`src/rtl/mem_port_arbiter.sv`:
```
// mem_port_arbiter: shares one memory port between an instruction-fetch
// requester and a load/store requester. Only one transaction is outstanding
// at a time. A grant is a single combinational cycle in IDLE, and completion
// is signalled by a one-cycle rvalid pulse to the owner.
// Build option: define MEM_PORT_ARBITER_ROUND_ROBIN_EN to alternate between
// the requesters when both ask at once. Without it, data always beats fetch.
module mem_port_arbiter #(
    parameter int ADDR_W = 32,
    parameter int DATA_W = 32
) (
    input  logic              clk,
    input  logic              rst,
    input  logic              if_req,
    input  logic [ADDR_W-1:0] if_addr,
    output logic              if_gnt,
    output logic              if_rvalid,
    output logic [DATA_W-1:0] if_rdata,
    input  logic              d_req,
    input  logic              d_we,
    input  logic [ADDR_W-1:0] d_addr,
    input  logic [DATA_W-1:0] d_wdata,
    output logic              d_gnt,
    output logic              d_rvalid,
    output logic [DATA_W-1:0] d_rdata,
    output logic              mem_req,
    output logic              mem_we,
    output logic [ADDR_W-1:0] mem_addr,
    output logic [DATA_W-1:0] mem_wdata,
    input  logic              mem_ready,
    input  logic [DATA_W-1:0] mem_rdata
);

    typedef enum logic {
        IDLE = 1'b0,
        BUSY = 1'b1
    } state_t;

    state_t            state;
    state_t            state_nxt;

    // Owner of the outstanding transaction: 0 = fetch, 1 = data
    logic              owner_q;
    logic [ADDR_W-1:0] addr_q;
    logic              we_q;
    logic [DATA_W-1:0] wdata_q;

    logic              grant;
    logic              pick_data;

`ifdef MEM_PORT_ARBITER_ROUND_ROBIN_EN
    logic              favour_data_q;

    assign pick_data = d_req & (~if_req | favour_data_q);

    // After each grant, favour the requester that did not just win
    always_ff @(posedge clk) begin
        if (!rst) begin
            favour_data_q <= 1'b1;
        end else if (grant) begin
            favour_data_q <= if_gnt;
        end
    end
`else
    assign pick_data = d_req;
`endif

    // A grant is only possible in IDLE and never while reset is held
    assign grant = (state == IDLE) && rst && (if_req || d_req);

    // State register
    always_ff @(posedge clk) begin
        if (!rst) begin
            state <= IDLE;
        end else begin
            state <= state_nxt;
        end
    end

    // Next state: IDLE to BUSY on a grant, BUSY back to IDLE on mem_ready
    always_comb begin
        state_nxt = state;
        case (state)
            IDLE: begin
                if (grant) begin
                    state_nxt = BUSY;
                end
            end
            BUSY: begin
                if (mem_ready) begin
                    state_nxt = IDLE;
                end
            end
            default: state_nxt = IDLE;
        endcase
    end

    // Capture the winner's command in the grant cycle. Later input changes do not affect the transaction.
    always_ff @(posedge clk) begin
        if (!rst) begin
            owner_q <= 1'b0;
            addr_q  <= '0;
            we_q    <= 1'b0;
            wdata_q <= '0;
        end else if (grant) begin
            owner_q <= pick_data;
            addr_q  <= pick_data ? d_addr : if_addr;
            we_q    <= pick_data & d_we;
            wdata_q <= pick_data ? d_wdata : '0;
        end
    end

    // Outputs: grants, memory command and completion pulses. All are held at 0 while reset is asserted.
    always_comb begin
        if_gnt    = 1'b0;
        d_gnt     = 1'b0;
        mem_req   = 1'b0;
        mem_we    = 1'b0;
        mem_addr  = '0;
        mem_wdata = '0;
        if_rvalid = 1'b0;
        if_rdata  = '0;
        d_rvalid  = 1'b0;
        d_rdata   = '0;
        if (grant) begin
            d_gnt  = pick_data;
            if_gnt = ~pick_data;
        end
        if ((state == BUSY) && rst) begin
            mem_req   = 1'b1;
            mem_we    = we_q;
            mem_addr  = addr_q;
            mem_wdata = wdata_q;
            if (mem_ready) begin
                if (owner_q) begin
                    d_rvalid = 1'b1;
                    d_rdata  = mem_rdata;
                end else begin
                    if_rvalid = 1'b1;
                    if_rdata  = mem_rdata;
                end
            end
        end
    end

endmodule

```
`config.mk`:
```
export PLATFORM = sky130hd
export DESIGN_NAME = mem_port_arbiter
export DESIGN_NICKNAME = d
export VERILOG_FILES = /design/src/rtl/mem_port_arbiter.sv
export SDC_FILE = /design/constraint.sdc
export NUM_CORES = 1
export LEC_CHECK = 0
export ABC_CLOCK_PERIOD_IN_PS = 1600
export BUFFER_PORTS_ARGS = -buffer_cell sky130_fd_sc_hd__buf_2
export CAP_MARGIN = 15
export CORE_AREA = 2 2 105 107
export DETAILED_ROUTE_END_ITERATION = 10
export DIE_AREA = 0 0 107 109
export PLACE_DENSITY = 0.73
export SYNTH_ARGS = -nofsm -noshare
export SYNTH_HDL_FRONTEND = slang
export SYNTH_SLANG_ARGS = --single-unit
```
`constraint.sdc`:
```
create_clock -name clk -period 1.6 [get_ports clk]
set_input_delay 0.24 -clock clk [delete_from_list [all_inputs] [get_ports clk]]
set_output_delay 0.24 -clock clk [all_outputs]
set_load 0.03 [all_outputs]
```
==> results.txt, run 1 <==
- Of all nets on the critical path, the largest fanout is 17.
* Average cell area after synthesis: 8.42 sq um
- The cell sitting at the root of the clock tree is a clkbuf_8.
* Seq cells post-synth: 67
* Cell Chain, Critical Path: nand2_4 > nor3b_4 > buf_6 > buf_12 > and2_1 > buf_6
- Rel. slew slack: 71.7%
- The initial antenna violation count is 0.
* Number of vias per cell after detailed routing: 5.33
* Longest Clk Path Bufs: 2
- Data arrival, critical path: 1.56 ns
* FF/Latch Area: 0.00135 sq mm
* TritonCTS Buffers: 9
* Number of standard cells after synthesis: 458
- At the pin with the least slew margin, the transition time is 0.425 ns.
- Global routing finished with a remaining overflow of 0.
- Critical-path cell with the highest stage delay: dfxtp_4
- Synth top area cells: dfxtp_1 35%, and3_1 11%, and2_1 10%
- Antenna-violating nets left: 0
- Violations in the final reports: setup timing
- The worst hold path belongs to the class primary input to flip-flop.
* Portion of synthesized cell area occupied by the leading cell type: 34.8%
- Relative to the synthesized area, the layout overhead comes to 87.4%.
- Count of filler cells inserted in the layout: 793
- For this design the top-level I/O count stands at 268.
- The first global-routing pass estimated 21800 microns of wire.
- Post-route clock period utilization: 112%
* Min setup slack post-route: -0.198 ns
- Via count: 4641
* DRT iter0 DRCs: 305
- Areal power density over the cells: 670 mW/mm^2
* Final nets: 860
- By instance count, the cell type seen most on the critical path is buf_6.
- TritonCTS built the clock tree.
- The number of global-route vias before repair was 4382.
- Category of the most critical setup path: flip-flop to primary output
- Detailed placer's ending HPWL: 9080 microns
- Buffers placed on the I/O ports in this run total 267.
- Highest ir drop seen on vdd: 0.458 mV
- For the final database, setup skew stands at 0.0119 ns.
* Netlist cell types: 24
* Outcome: finished with violations
- Core ar.: 0.0106 sq mm
- Summing the sequential cell areas from Yosys gives 34.8% of the chip area.
- CP startpoint kind: flip-flop
- Last weighted congestion value of the routability-driven placer: 0.855
* Post-Syn Nets: 592
* Summed instance area of the synthesized netlist: 0.00386 sq mm
- The placed instances occupy a cell area of 0.00532 sq mm.
- Summed over all instances, the cell type with the most area after synthesis is dfxtp_1.
* Placed insts: 830
- Starting density of the core: 36.4%
- Synthesis warning total: 0
- Entering global routing, the biggest net connects 90 pins.
* Initial DRT Pass Iterations: 7
- Routed WL: 16700 microns
- Data on the critical path is required at its endpoint by 1.36 ns.
- # diodes: 0
- The worst setup path is captured at a primary output.
* Clock Sink Count: 67
- Static timing analysis puts the maximum clock frequency at 556 MHz.
- In the final layout, the multi-input gates occupy 0.00263 sq mm.
- Max-cap violation count: 0
- Die W: 107 microns
- Setup violations remaining at the end of the flow were counted as 149.
- Area enclosed by the die boundary: 0.0117 sq mm
- Clock-pin slew was measured on the worst setup and hold paths at 0.08 ns.
- Max Slew Vio Count: 0
- For this run, design rule violations remaining after detail routing come to 0.
* Site Rows: 38
- On the worst path, the slowest cell contributes a delay of 0.36 ns.
- Clock latency on the worst-skew pair, taken at its later pin, is 0.34 ns.
* Die Span Y: 109 microns
- The completed layout was analyzed and its total power is 4840 uW.
* Post-detailed-route wirelength per cell: 19.1 microns
* Unrepaired setup endpoints after global routing: yes
- For this design the static power due to leakage is 0.00373 uW.
- Global routing used 23.7% of the available tracks.
- Post-layout instance count excluding filler cells: 871
- In this run the number of H-tree levels came out at 3.
- Hold Violations, Final: 0
- Finished Cell Area: 0.00723 sq mm
- CTS hold repair buffers: 0
- For the finished layout, the period the worst path requires is 1.80 ns.
- Cells with a size suffix above 1 make up 59.5% of the layout.
-- layout make-up --
type / count / share of cell area, %
Inverter: 1 / 0.0519
Clock inverter: 6 / 1.23
Multi-Input combinational cell: 337 / 36.4
Sequential cell: 67 / 18.6
Clock buffer: 10 / 1.90
Tap cell: 140 / 2.42
Timing Repair Buffer: 310 / 39.4
-- sequential cells by signal (all words and copies together) (netlist names) --
name / flops
owner_q: 1
addr_q: 32
wdata_q: 32
state: 1
we_q: 1
-- logic make-up (layout without fill, tap and decap cells) --
group	count (synthesis)	in the layout	share of synthesized area [%]
DFF	67	67	34.8
buffers and inverters	54	327	7.24
and+or+nand+nor	205	205	30.3
AOI/OAI and AO/OA	100	100	19.4
muxes	32	32	8.31
-- metal layers --
metal  routed length, microns  track usage (%)
met1                     6520             28.9
met2                     8570             39.9
met3                     1120             5.80
met4                      458             9.83
met5                        0                0
-- path summary, 6_finish.rpt --
| check | startpoint | end | slack [ns] | cells past startpoint |
|---|---|---|---|---|
| setup reg to reg | state | wdata_q[30] | -0.04 | 8 |
| setup / recovery | state | if_rdata[31] | -0.20 | 6 |
| hold / removal | d_wdata[20] | wdata_q[20] | 0.13 | 3 |
| hold reg to reg | wdata_q[4] | wdata_q[4] | 0.48 | 2 |
-- Yosys cell counts --
| library cell | instances |
|---|---|
| nor2b_1 | 1 |
| buf_4 | 4 |
| nand3_1 | 32 |
| nor2_2 | 1 |
| nor3b_2 | 1 |
| inv_2 | 1 |
| o21ai_0 | 6 |
| clkbuf_1 | 20 |
| and3b_1 | 1 |
| buf_2 | 25 |
| buf_6 | 4 |
| nand2_1 | 34 |
| nand2_2 | 1 |
| o21ai_1 | 28 |
| dfxtp_1 | 67 |
| nand2b_4 | 1 |
| a21boi_1 | 33 |
| or2_1 | 1 |
| mux2i_1 | 32 |
| nor2_1 | 2 |
| and2_1 | 64 |
| o211a_1 | 32 |
| and3_1 | 66 |
| a31o_1 | 1 |
-- cell usage in the layout (no fill, tap or decap), drive strengths merged, types with 2 or more instances in the layout --
master	instances
bufinv	2
and3	66
clkinvlp	2
clkinv	2
o211a	32
dfxtp	67
clkbuf	19
nand3	32
nand2	35
nor2	3
buf	301
a21boi	33
and2	64
mux2i	32
o21ai	34
-- per-stage QoR --
stage | TNS [ns] | worst slack (ns) | util [%] | hold WS (ns)
after floorplan | 0 | 0.00691 | - | 0.352
after global placement | 0 | 0.101 | 50.2 | 0.455
after detailed placement | 0 | 0.0775 | 50.2 | 0.460
after CTS | -9.27 | -0.148 | 61.8 | 0.110
after global routing | -23.48 | -0.245 | 68.2 | 0.117
final | -15.73 | -0.198 | 68.2 | 0.126
-- worst max-delay path, delay by kind of cell (launching register included) --
family	cells	cell delay, ns
and+or+nand+nor	3	0.42
DFF	1	0.36
buffers and inverters	3	0.45
-- what timing repair did --
item	4_1_cts	5_1_grt
setup endpoints to repair	100	181
cloned	2	13
pin swaps	4	3
buffers inserted	6	4
gates resized for setup	300	93
-- report_power, final --
group / internal, uW / switching (uW) / total (uW)
logic: 691 / 697 / 1390
clock network: 920 / 680 / 1600
registers: 1780 / 66.0 / 1850
Power figures use the tool's default switching activity.
==> run 2, diff against run 1 <==
RECOVER_POWER = 50   (was not set)
==> run 2 against run 1 <==
The run still ends with setup timing left. Utilization is 0.21 points lower. First-iteration DRC count is 0.33% lower. Via count is 0.17% lower. Power is 0.34% lower. Routed wire length is 0.14% lower. Sequential share of layout area is 0.058 points higher. Die area stayed put. Clock-buffer cell count stayed put. Cell area is 0.31% lower. Maximum frequency hardly changed. Largest cell class unchanged.
==> results.txt, run 2 (synthesis results as in run 1) <==
- The count of nets left with antenna violations once routing finished came out at 0.
* Data arrival, critical path: 1.56 ns
* Clock Sink Count: 67
- For this block, the initial DRC count from the detailed router was 304.
* Post-route clock skew: 0.0113 ns
* TritonCTS clock tree: done
- TritonCTS Buffers: 9
- Port buffer count: 267
- In the final layout, the share of cells above drive strength 1 is 59.2%.
- Peak fanout along the critical path: 17
- The net count of the finished layout is 860.
- Leakage power summed over all cells: 0.00371 uW
- Tmin final: 1.80 ns
- Leaving out fill and tap cells, the most frequent cell in the layout is buf_6.
- Routed WL: 16600 microns
* First-pass GRT wire length: 21800 microns
- Setup repair after global routing could not meet its margin everywhere.
- Last weighted congestion value of the routability-driven placer: 0.855
- Leaving out fill and tap cells, the most frequent cells in the layout are 141 x buf_6, 132 x buf_2, 66 x dfxtp_1.
- After routing, the total negative slack on setup checks comes to -16.05 ns.
* Vias in the first global route: 4382
* CTS hold repair buffers: 0
- The largest registers in the layout are addr_q (32), wdata_q (32).
- For this configuration, the core starts out at a cell density of 36.4%.
- Endpoint of the most critical register-to-register path: wdata_q[30]
- Total global routing overflow: 0
- Clock-pin slew was measured on the worst setup and hold paths at 0.08 ns.
- Site Rows: 38
- At the worst endpoint, the required time is 1.36 ns.
- I/O Pins: 268
- The setup path with the least slack is of type flip-flop to primary output.
* Number of vias per cell after detailed routing: 5.32
* Cell chosen for the clock root: clkbuf_8
- Min setup slack post-route: -0.197 ns
* Post-detailed-route wirelength per cell: 19.1 microns
- The floorplan step defined a die boundary enclosing 0.0117 sq mm.
- The flow ran to the end, but the final reports show violations.
- The tool flagged a number of max-cap violations equal to 0.
- Worst hold start: d_wdata[20]
* Area added between synthesis and finish: 86.8%
- Initial DRT Pass Iterations: 5
- In the global route stage, overall resource usage came out at 23.7%.
- Core ar.: 0.0106 sq mm
* Die W: 107 microns
- Maximum number of pins on one net before global-route repair: 90
* # diodes: 0
- Number of stages on the worst hold path: 3
- For the pin with the worst max-slew slack, the measured transition is 0.412 ns.
- Power spread over the standard cell area amounts to 669 mW/mm^2.
* Die Span Y: 109 microns
* Detailed placer's ending HPWL: 9080 microns
- Class of the tightest hold or removal check: primary input to flip-flop
* Worst setup path start: state
- VDD sags by at most 0.458 mV.
- Violations in the final reports: setup timing
- Of the available clock period, the critical path in the final layout requires 112%.
- The longest clock path from root to sink contains 2 buffers.
- The initial antenna violation count was 0.
- Static timing analysis puts the maximum clock frequency at 556 MHz.
- FF-to-FF setup slack: -0.04 ns
- After detailed routing, the number of remaining DRC violations is 0.
* Final standard cell utilization of the core: 67.9%
- The worst pin sits at a relative slew slack of 72.5%.
- Detailed routing inserted a total of 4633 vias.
- The startpoint identified for the worst register-to-register timing path is state.
- The max-slew violation total from the final report came to 0.
* Endpoint of the worst hold path: wdata_q[20]
- Counting cells, the worst reg-to-reg path comes to 8.
* H-Tree Depth: 3
- Hold Violations, Final: 0
- The worst setup path is captured at a primary output.
- Clock latency on the worst-skew pair, taken at its later pin, is 0.34 ns.
- CP startpoint kind: flip-flop
- Setup violations remaining at the end of the flow were counted as 151.
-- run 2: cell count changes in the layout (fill, tap and decap cells not counted), sizes merged --
cell    change
buf         -2
clkbuf      +2
-- run 2: per-layer routing --
metal  share of wire (%)  global-route usage [%]
met5                   0                       0
met4                 2.9                    9.83
met3                 7.2                    5.80
met2                  51                    39.9
met1                  39                    28.9
-- run 2: worst max path at each step --
stage / cells past startpoint / slack [ns] / to
after floorplan: 5 / 0.007 / d_rdata[22]
after global placement: 6 / 0.10 / d_rdata[17]
after detailed placement: 6 / 0.08 / addr_q[30]
after CTS: 6 / -0.15 / if_rdata[14]
after global routing: 6 / -0.25 / if_rdata[31]
final: 6 / -0.20 / if_rdata[31]
-- run 2: critical path: stages, from the launching register on --
cell and delay (ns):
dfxtp_4 0.36, nand2_4 0.06, nor3b_4 0.17, buf_6 0.15
buf_12 0.15, and2_1 0.19, buf_6 0.15
-- run 2: final cells by class --
type	count	area (sq um)
timing repair buffer	310	2830
sequential	67	1350
inverter	1	3.75
tap	140	175
fill	799	3400
multi-input combinational	337	2630
clock buffer	10	138
clock inverter	6	88.8
-- run 2: metrics by stage --
stage               cell area, sq um  total power [uW]  hold WS [ns]  setup slack, ns  std cells
floorplan                       3870              2450         0.352          0.00691        458
global placement                5320              2790         0.455            0.101        830
detailed placement              5320              2820         0.460           0.0775        830
CTS                             6560              4550         0.110           -0.148        854
global route                    7200              5010         0.117           -0.245        871
finish                          7200              4820         0.126           -0.197        871
-- run 2: power by group --
group,switching [uW],internal (uW)
Clock,679,920
Sequential,66.1,1780
Combinational,693,680
-- run 2: repair_timing --
action	in CTS	in global routing
pin swaps	4	3
gates cloned	2	13
gates resized for setup	300	93
setup buffers	6	4
setup endpoints to repair	100	181
==> run 3, diff against run 2 <==
CELL_PAD_IN_SITES_DETAIL_PLACEMENT = 1   (was not set)
CELL_PAD_IN_SITES_GLOBAL_PLACEMENT = 2   (was not set)
CORE_AREA = not set   (was 2 2 105 107)
CORE_MARGIN = 2   (was not set)
CORE_UTILIZATION = 21   (was not set)
DIE_AREA = not set   (was 0 0 107 109)
PLACE_DENSITY = 0.79   (was 0.73)
RECOVER_POWER = 100   (was 50)
==> run 3 against run 2 <==
The flow still finishes with violations (setup timing). Cell area is 2.0% higher. Final cell count is 10% higher. Hold slack worse by 0.0054 ns. Via count is 4.8% lower. Sequential power hardly changed. Critical path type unchanged.
==> results.txt, run 3 (synthesis results as in run 1) <==
- Final nets: 862
* Total global routing overflow: 0
* Class of the tightest hold or removal check: primary input to flip-flop
* Category of the most critical setup path: flip-flop to primary output
* # diodes: 0
- Across all register-to-register paths, the minimum setup slack is 0 ns.
- Initial DRT Pass Iterations: 4
* Worst hold start: mem_ready
- DRC violations left: 0
* Placed insts: 925
* Number of antenna violations at the first check in global routing: 0
- The number of buffers and inverters on the critical path is 2.
- Area enclosed by the die boundary: 0.0195 sq mm
- CTS hold repair buffers: 0
* Most used cells in the layout excluding fill and tap cells: 132 x buf_2, 129 x buf_6, 66 x dfxtp_1
* Rel. slew slack: 84.6%
- Violations in the final reports: setup timing
* Areal power density over the cells: 696 mW/mm^2
- Timing would allow up to 565 MHz.
- Area added between synthesis and finish: 90.7%
* Number of stages on the worst hold path: 2
* Outcome: finished with violations
- Site Rows: 49
- Port buffer count: 267
- The placed instances occupy a cell area of 0.00555 sq mm.
- After layout, the worst path uses 111% of the clock period.
* First-pass GRT wire length: 24600 microns
* Unrepaired setup endpoints after global routing: yes
- Detailed placer's ending HPWL: 11100 microns
* Routed met3 length: 1080 microns
- Leakage power summed over all cells: 0.00381 uW
- Post-layout instance count excluding filler cells: 962
- In this run the worst path has a maximum fanout of 17.
- In the routed layout, each cell is associated on average with a via count of 4.59.
- Across the VDD grid, the largest voltage drop is 0.464 mV.
* TritonCTS clock tree: done
* Routed WL: 17400 microns
- Transition time at the pin with the least slew margin: 0.224 ns
* Hold Violations, Final: 0
* Antenna-violating nets left: 0
- Clock-pin slew was measured on the worst setup and hold paths at 0.06 ns.
- The number of global-route vias before repair came to 4387.
* R2R cell count: 7
* Highest Signal Layer: met4
- Largest stage delay on the critical path: 0.36 ns
- CP startpoint kind: flip-flop
- Setup violations remaining at the end of the flow were counted as 134.
- Worst endpoint required time: 1.36 ns
- In the final routing, the length of wire on met1 measures 7390 microns.
- Starting density of the core: 21.5%
* H-Tree Depth: 3
- Post-detailed-route wirelength per cell: 18.0 microns
- Between clock sinks in the finished design, the worst skew comes to 0.00463 ns.
- At the worst endpoint, the arrival time is 1.53 ns.
* Die W: 140 microns
- Min setup slack post-route: -0.169 ns
- After layout, the minimum clock period comes to 1.77 ns.
* TritonCTS Buffers: 9
* Cell chosen for the clock root: clkbuf_16
* Count of filler cells inserted in the layout: 2048
- Leading cell type in the layout, fill and taps excluded: buf_2
* Max-cap violation count: 0
- Core ar.: 0.0180 sq mm
* Max Slew Vio Count: 0
- Power Total: 5120 uW
- The detailed router placed 4411 vias in this run.
- Clock network latency to the later pin of the worst-skew pair: 0.33 ns
- Total routing usage reported by global routing: 15.7%
* Critical-path cell with the highest stage delay: dfxtp_4
* Longest Clk Path Bufs: 2
- Traced cell by cell, the critical path runs through nand2_4 > nor3b_4 > buf_6 > and2_1 > buf_6.
- In the final layout, the share of cells above drive strength 1 is 57.8%.
- The clock drives 67 sinks.
- Finished Cell Area: 0.00735 sq mm
- The endpoint identified for the worst register-to-register timing path is wdata_q[22].
* Largest delay share family, worst path: simple AND/OR/NAND/NOR gates
* Most frequent cell on the critical path: buf_6
* Maximum number of pins on one net before global-route repair: 56
- I/O Pins: 268
* Reg-to-reg critical path startpoint: state
* Element type at the critical path end: primary output
- The worst hold path terminates at state.
- The detailed router finished its first iteration with 139 violations.
- Met2 Wirelength: 8700 microns
* Die Span Y: 140 microns
- Worst-case hold slack: 0.121 ns
- Routability-driven placement finished with a final weighted congestion of 0.766.
- Registers with the most flip-flops: addr_q (32), wdata_q (32)
[run 3: changes by cell type in the layout (fill, tap and decap cells not counted), moves of 7 or more]
cell       delta
and3_1       +13
and3_4       -13
buf_6        -12
buf_4         +9
clkbuf_16     +9
clkbuf_8      -9
buf_12        +7
[run 3: layer usage]
metal | global-route usage, % | vias up
met3 | 4.61 | 19
li1 | - | 2152
met2 | 27.5 | 164
met1 | 19.2 | 2076
met4 | 3.30 | 0
met5 | 0 | -
[run 3: worst max-delay path by stage]
stage	depth (start not counted)	to	from
after floorplan	5	d_rdata[22]	state
after global placement	6	if_rdata[2]	rst
after detailed placement	6	if_rdata[2]	rst
after CTS	6	if_rdata[12]	state
after global routing	5	if_rdata[7]	state
final	5	if_rdata[7]	state
[run 3: power breakdown]
part / internal [uW] / switching (uW)
clock network: 1090 / 780
logic: 708 / 695
registers: 1790 / 56.6
[run 3: what timing repair did]
action	in CTS	in global routing
gates resized for setup	180	221
cloned	3	11
buffers inserted	3	6
pin swaps	1	24
setup endpoints to repair	133	133
[run 3: cell type report]
cell class	instances	area, sq um	share of cell area, %
Inverter	1	3.75	0.0511
Timing Repair Buffer	312	2870	39.0
Tap cell	229	287	3.90
Sequential cell	67	1350	18.3
Clock buffer	10	239	3.25
Multi-Input combinational cell	337	2570	34.9
Clock inverter	6	40.0	0.545
[run 3: through the flow]
step / util (%) / setup WS [ns] / TNS (ns)
final: 40.9 / -0.169 / -15.30
after global routing: 40.9 / -0.247 / -22.98
after detailed placement: 30.9 / 0.120 / 0
after global placement: 30.9 / 0.122 / 0
after CTS: 35.9 / -0.151 / -13.74
after floorplan: - / 0.00691 / 0
